===== config.mk =====
export PLATFORM = sky130hd
export DESIGN_NAME = step_pulse_receiver
export DESIGN_NICKNAME = d
export VERILOG_FILES = /design/src/rtl/step_pulse_receiver.sv
export SDC_FILE = /design/constraint.sdc
export NUM_CORES = 1
export LEC_CHECK = 0
export BUFFER_PORTS_ARGS = -buffer_cell sky130_fd_sc_hd__clkbuf_2
export CAP_MARGIN = 15
export CORE_MARGIN = 4
export CORE_UTILIZATION = 35
export DETAILED_ROUTE_END_ITERATION = 10
export PLACE_DENSITY = 0.64
export SLEW_MARGIN = 10
export SYNTH_ARGS = -nofsm -noshare
export SYNTH_HDL_FRONTEND = slang
export SYNTH_SLANG_ARGS = --single-unit

===== constraint.sdc =====
create_clock -name Clk -period 6.45 [get_ports Clk]
set_input_delay 0.9675 -clock Clk [delete_from_list [all_inputs] [get_ports Clk]]
set_output_delay 0.9675 -clock Clk [all_outputs]
set_load 0.1 [all_outputs]

===== src/rtl/step_pulse_receiver.sv =====
// Step/dir receiver: synchronised up/down position count, Ref-edge homing, step-period timer.
// PlsCnt updates on the 3rd Clk edge after Pls_In is first sampled high; no backpressure, inputs are sampled every Clk.
module step_pulse_receiver #(
   parameter int CNT_W = 20,
   parameter int REF_W = 16,
   parameter int PER_W = 16
) (
   input  logic             Clk,
   input  logic             gRst_n,
   input  logic             Pls_In,
   input  logic             Dir_In,
   input  logic             Ref_In,
   input  logic             RefEn,
   input  logic             RefClr,
   input  logic             PlsClr,
   input  logic [REF_W-1:0] RefPos,
   output logic [CNT_W-1:0] PlsCnt,
   output logic             RefDone,
   output logic [PER_W-1:0] PlsPeriod,
   output logic             PeriodVld,
   output logic             Stalled
);

   typedef enum logic [1:0] {
      ST_IDLE  = 2'd0,
      ST_ARMED = 2'd1,
      ST_HOMED = 2'd2
   } state_t;

   state_t           state_q, state_d;
   logic [2:0]       pls_s_q, ref_s_q;
   logic [1:0]       dir_s_q;
   logic [CNT_W-1:0] cnt_q, cnt_d;
   logic [PER_W-1:0] tmr_q, tmr_d;
   logic [PER_W-1:0] per_q, per_d;
   logic             vld_q, vld_d;
   logic             pls_edge, ref_fall, dir_up, home_load, tmr_sat;

   // Bit 0 is the first capture flop, bit 1 the settled value, bit 2 its history.
   always_ff @(posedge Clk or negedge gRst_n) begin
      if (!gRst_n) begin
         pls_s_q <= '0;
         ref_s_q <= '0;
         dir_s_q <= '0;
      end else begin
         pls_s_q <= {pls_s_q[1:0], Pls_In};
         ref_s_q <= {ref_s_q[1:0], Ref_In};
         dir_s_q <= {dir_s_q[0], Dir_In};
      end
   end

   assign pls_edge = pls_s_q[1] & ~pls_s_q[2];
   assign ref_fall = ~ref_s_q[1] & ref_s_q[2];
   assign dir_up   = dir_s_q[1];
   assign tmr_sat  = &tmr_q;

   always_comb begin
      state_d   = state_q;
      home_load = 1'b0;
      case (state_q)
         ST_IDLE: begin
            if (RefEn) state_d = ST_ARMED;
         end
         ST_ARMED: begin
            // Clear or disarm beats a coincident home edge.
            if (RefClr || !RefEn) begin
               state_d = ST_IDLE;
            end else if (ref_fall) begin
               state_d   = ST_HOMED;
               home_load = 1'b1;
            end
         end
         ST_HOMED: begin
            if (RefClr) state_d = ST_IDLE;
         end
         default: state_d = ST_IDLE;
      endcase
   end

   always_comb begin
      cnt_d = cnt_q;
      if (PlsClr) begin
         cnt_d = '0;
      end else if (home_load) begin
         cnt_d = CNT_W'(RefPos);
      end else if (pls_edge) begin
         cnt_d = dir_up ? cnt_q + CNT_W'(1) : cnt_q - CNT_W'(1);
      end
   end

   always_comb begin
      tmr_d = tmr_sat ? tmr_q : tmr_q + PER_W'(1);
      per_d = per_q;
      vld_d = 1'b0;
      if (pls_edge) begin
         tmr_d = '0;
         per_d = tmr_sat ? '1 : tmr_q + PER_W'(1);
         vld_d = 1'b1;
      end
   end

   always_ff @(posedge Clk or negedge gRst_n) begin
      if (!gRst_n) begin
         state_q <= ST_IDLE;
         cnt_q   <= '0;
         tmr_q   <= '0;
         per_q   <= '0;
         vld_q   <= 1'b0;
      end else begin
         state_q <= state_d;
         cnt_q   <= cnt_d;
         tmr_q   <= tmr_d;
         per_q   <= per_d;
         vld_q   <= vld_d;
      end
   end

   assign PlsCnt    = cnt_q;
   assign RefDone   = (state_q == ST_HOMED);
   assign PlsPeriod = per_q;
   assign PeriodVld = vld_q;
   assign Stalled   = tmr_sat;

endmodule


# After elaboration in Yosys (flattened, before gate mapping)
# Cells that the tools add are included.
dict set report totals {
  reg_bits 63
  latchBits 0
  ramBits 0
  mem_bits_ro 0
  in_bits 24
  elab_cells 43
  mem_count 0
}
dict set report classes {
  n_addsub 3
  multipliers 0
  div_mod_pow 0
  n_lt_le_gt_ge 0
  n_eq_ne 6
  shifts 0
  mux 16
  bitwise_logic 4
  n_reduce_logical 6
}
# operator n
set ops {}
lappend ops {{$mux 20} 4}
lappend ops {{$mux 16} 3}
lappend ops {{$add 20x1->20 const B} 1}
lappend ops {{$sub 20x1->20 const B} 1}
lappend ops {{$add 16x1->16 const B} 1}
lappend ops {{$reduce_and 16->1} 1}
lappend ops {{$mux 2} 4}
lappend ops {{$ne 2x2->1 const B} 3}
lappend ops {{$pmux 2 s3} 1}
lappend ops {{$mux 1} 4}
lappend ops {{$ne 3x3->1 const B} 1}
lappend ops {{$reduce_and 3->1} 1}
lappend ops {{$reduce_bool 3->1} 1}
lappend ops {{$and 1x1->1} 2}
lappend ops {{$eq 2x1->1 const B} 1}
lappend ops {{$eq 2x2->1 const B} 1}
lappend ops {{$logic_not 2->1} 1}
lappend ops {{$not 1->1} 2}
lappend ops {{$logic_not 1->1} 1}
lappend ops {{$logic_or 1x1->1} 1}

# Depth between registers and ports, before layout
dict set report depth {
  depth_word 7
  depth_mapped 10
}

# Worst setup path before layout
# OpenSTA, ideal clock, no wires.
dict set report synth_timing {
  kind {reg-to-reg}
  from {register cnt_q[1] (netlist: PlsCnt[1])}
  to {register cnt_q[19] (netlist: PlsCnt[19])}
  arrival_time_ps 2818
  t_required_ps 6371
  path_slack_ps 3552
  stages_incl_launch_ff 10
  n_path_buf 0
  synth_period_minus_slack_ps 2898
  path_cell_list {dfrtp_1 -> ha_1 -> a211oi_2 -> o21bai_4 -> o21ai_4 -> o21ai_2 -> a211o_1 -> a31oi_1 -> mux2i_1 -> mux2i_1}
}
dict set report synth_via {
  elab_chain_len 5
  word_cells_on_any_way 6
}
# item line_no
set synth_lines {}
lappend synth_lines {{from (decl)} 33} ;# logic [CNT_W-1:0] cnt_q, cnt_d;
lappend synth_lines {{from (signal assigned)} 111} ;# cnt_q <= cnt_d;
lappend synth_lines {{$sub 20x1->20 or $add 20x1->20 (tied branches)} 87} ;# cnt_d = dir_up ? cnt_q + CNT_W'(1) : cnt_q - CNT_W'(1);
lappend synth_lines {{$mux 20 (*)} 87}
lappend synth_lines {{$mux 20 (*)} 86} ;# end else if (pls_edge) begin
lappend synth_lines {{$mux 20 (*)} 84} ;# end else if (home_load) begin
lappend synth_lines {{$mux 20 (*)} 82} ;# if (PlsClr) begin
# Mark *: on every way between the ends. The rest lies on a longest branch, timed or not. The select of a mux whose other input is x is not followed.
# A chain may end at the register's enable or synchronous reset.

# Worst setup path after layout
dict set report layout_timing {
  from {register tmr_q[0]}
  to {output Stalled}
}
dict set report layout_via {
  elab_chain_len 1
}
# item line_no
set layout_lines {}
lappend layout_lines {{from (decl)} 34} ;# logic [PER_W-1:0] tmr_q, tmr_d;
lappend layout_lines {{from (signal assigned)} 112} ;# tmr_q <= tmr_d;
lappend layout_lines {{$reduce_and 16->1} 55} ;# assign tmr_sat = &tmr_q;
lappend layout_lines {{to (decl)} 21} ;# output logic Stalled
# Every way passes these cells.

==> out/results.txt <==
Final Util = 42.92%
Avg Cell Area, Syn = 9.281 sq um
die height = 107.2 microns
Area contributors post-synth = dfrtp_1, ha_1, nand2_1
clock edge transition at the registers on the reported setup and hold paths = 0.08 ns
fin. max-slew vios = 0
DR iter-0 viols = 113
final wirelength = 7.823 mm
Switching Fraction = 41.02%
hold endpoint = dir_s_q[1]
part of the power in registers = 41.1%
vias in the first global route = 2754
DR vias = 2735
Synth Flop Type = dfrtp_1
r2r startpoint = dir_s_q[1]
post-synth net total = 415
Leak = 2.020 nW
crit-path cells = ha_1, nand2_1, nor2_1, nand2_1, nor3_2, clkbuf_2
CTS root buffer = clkbuf_8
crit path max fanout = 16
cts hold-fix bufs = 0
Final GP Congestion = 0.8448
antenna-violating nets left = 0
Worst Hold Class = register to register
WL per Instance = 13.85 microns
EDFF count, synth = 0
H-tree depth = 3
Fin Hold WS = 0.3519 ns
GRT overflow = 0
ratio of cells with drive above 1 in the final layout = 21.33%
FF-to-FF path depth = 10
Int Pwr = 0.6517 mW
Setup Slack @ Placement = 3.154 ns
detailed-placement wirelength estimate = 5.459 mm
post-synth top area cell = dfrtp_1
clock group share of total power = 26.9%
initial antenna violation count = 0
die area = 0.01149 sq mm
most common library cells after synthesis = dfrtp_1, nand2_1, nor2_1
Comb pwr share = 32.0%
synthesized instance count = 371
FF+latch area = 0.001577 sq mm
Fin Setup TNS = 0 ns
Design Area, Final = 0.004041 sq mm
setup skew after layout = 0.01019 ns
postcts setup bufs = 0
Synth top area share = 45.78%
Detailed Routing Iterations Pass 1 = 4
final setup fails = 0
area occupied by multi-input gates = 0.001790 sq mm
die width = 107.2 microns
cell with the most instances after synthesis = dfrtp_1
crit-path most repeated cell = nand2_1
area grow syn2layout = 17.37%
run status = completed
setup slack after layout = 2.788 ns
max_cap viols = 0
Worst Path Arrival = 2.69 ns
synth warn = 0
Slowest cell on crit path = nor3_2
hold path depth = 0
Hold Startpoint = dir_s_q[0]
startpoint type of the worst setup path = register
fmax = 273.1 MHz
Total Nets Final = 475
worst r2r dst = PlsCnt[19]
fin crit share = 56.77%
async set-reset flop share out of synthesis = 100.0%
Final min period = 3.662 ns
total CTS buffers = 9
flop2flop setup slack = 3.41 ns
Final Hold Viols = 0
buffer depth of the longest clock path = 2
RSZ-0062 raised after global routing = false
Synth Cell Area = 0.003443 sq mm
CP Capture Type = output port
sw power = 0.4532 mW
Cell Pwr Density = 273.4 mW/mm^2
CTS tree = built
cts repair resizes = 0
I/O Pins = 63
Slew @ Worst Pin = 0.9305 ns
ant diodes = 0
PortBufs = 62
Critical Path Max Stage Delay = 0.76 ns
largest net degree at the start of global routing = 64
vias per cell = 4.841
row cnt = 35
Required @ worst endpoint = 5.48 ns
initial core utilization = 36.57%
Clock Latency Late Sink = 0.34 ns
TritonCTS Sinks = 63
relative slew slack = 37.63%
Yosys cell types = 47
core area = 0.009415 sq mm
first-pass GRT wire length = 13.39 mm
GR Util All Layers = 14.49%
VDD IR max = 122.4 uV
#FFs+latches synth = 63
# fillers = 929
CP Class = register to output port
Seq/Total Area, Yosys = 45.78%
DRC errors left = 0
Cell Area, Placed = 0.003876 sq mm
[cells by family after synthesis]
kind of cell	after synthesis	synth area share (%)
fa+ha+maj	20	7.486
compound gates	91	18.13
mux	5	1.454
flops	63	45.78
simple gates	145	18.06
xor+xnor	27	6.868
buf+inv	20	2.216
[metal layers]
layer  share of wire (%)  vias to the layer above  GRT usage (%)
met2                  44                       43          22.70
met4                 1.6                        0          5.753
met5                   0                        -              0
met1                  50                     1277          19.38
li1                    -                     1406              -
met3                 4.7                        9          3.251
[layout by cell type (no fill, tap or decap), types with 11 or more instances in the layout]
| cell | instances |
|---|---|
| o21ai_0 | 23 |
| nor2_1 | 52 |
| a21oi_1 | 21 |
| ha_1 | 19 |
| nand2_1 | 61 |
| dfrtp_1 | 63 |
| clkbuf_2 | 62 |
| xnor2_1 | 11 |
| xor2_1 | 16 |
[sequential cells by signal (all words and copies together), names as in the netlist]
register,count
pls_s_q,3
PeriodVld,1
PlsPeriod,16
dir_s_q,2
PlsCnt,20
tmr_q,16
ref_s_q,3
state_q,2
[through the flow]
stage	std cells	power, mW
final	565	1.105
after global routing	565	1.164
after CTS	565	1.117
after detailed placement	549	0.8169
after global placement	549	0.8123
after floorplan	371	0.7453
[worst max path at each step]
stage                     slack, ns         end  startpoint  depth (start not counted)
after detailed placement       3.15     Stalled    tmr_q[0]                          6
final                          2.79     Stalled    tmr_q[0]                          6
after floorplan                3.55  PlsCnt[19]   PlsCnt[1]                          9
after global placement         3.18     Stalled    tmr_q[0]                          6
after global routing           2.50     Stalled    tmr_q[0]                          6
after CTS                      2.76     Stalled    tmr_q[0]                          6
[critical path: cells and delay by family, from the launching register on]
family	cells	cell delay, ns
buffers and inverters	1	0.60
adder cells (fa/ha/maj)	1	0.23
flip-flops	1	0.43
AND/OR/NAND/NOR	4	1.09
[cell type report]
class | instances | area share, %
clock buffers | 10 | 3.158
well taps | 129 | 3.994
inverters | 4 | 0.3715
repair buffers | 65 | 8.235
clock inverters | 6 | 0.9288
multi-input cells | 288 | 44.30
flip-flops and latches | 63 | 39.01
[power by group through the flow]
stage	sequential [mW]	clock (mW)	combinational, mW
3_3_place_gp	0.460	0	0.352
6_report	0.454	0.297	0.354
5_1_grt	0.459	0.322	0.383
4_1_cts	0.454	0.306	0.357
2_1_floorplan	0.610	0	0.136
3_5_place_dp	0.462	0	0.355
(Power assumes the default switching activity.)
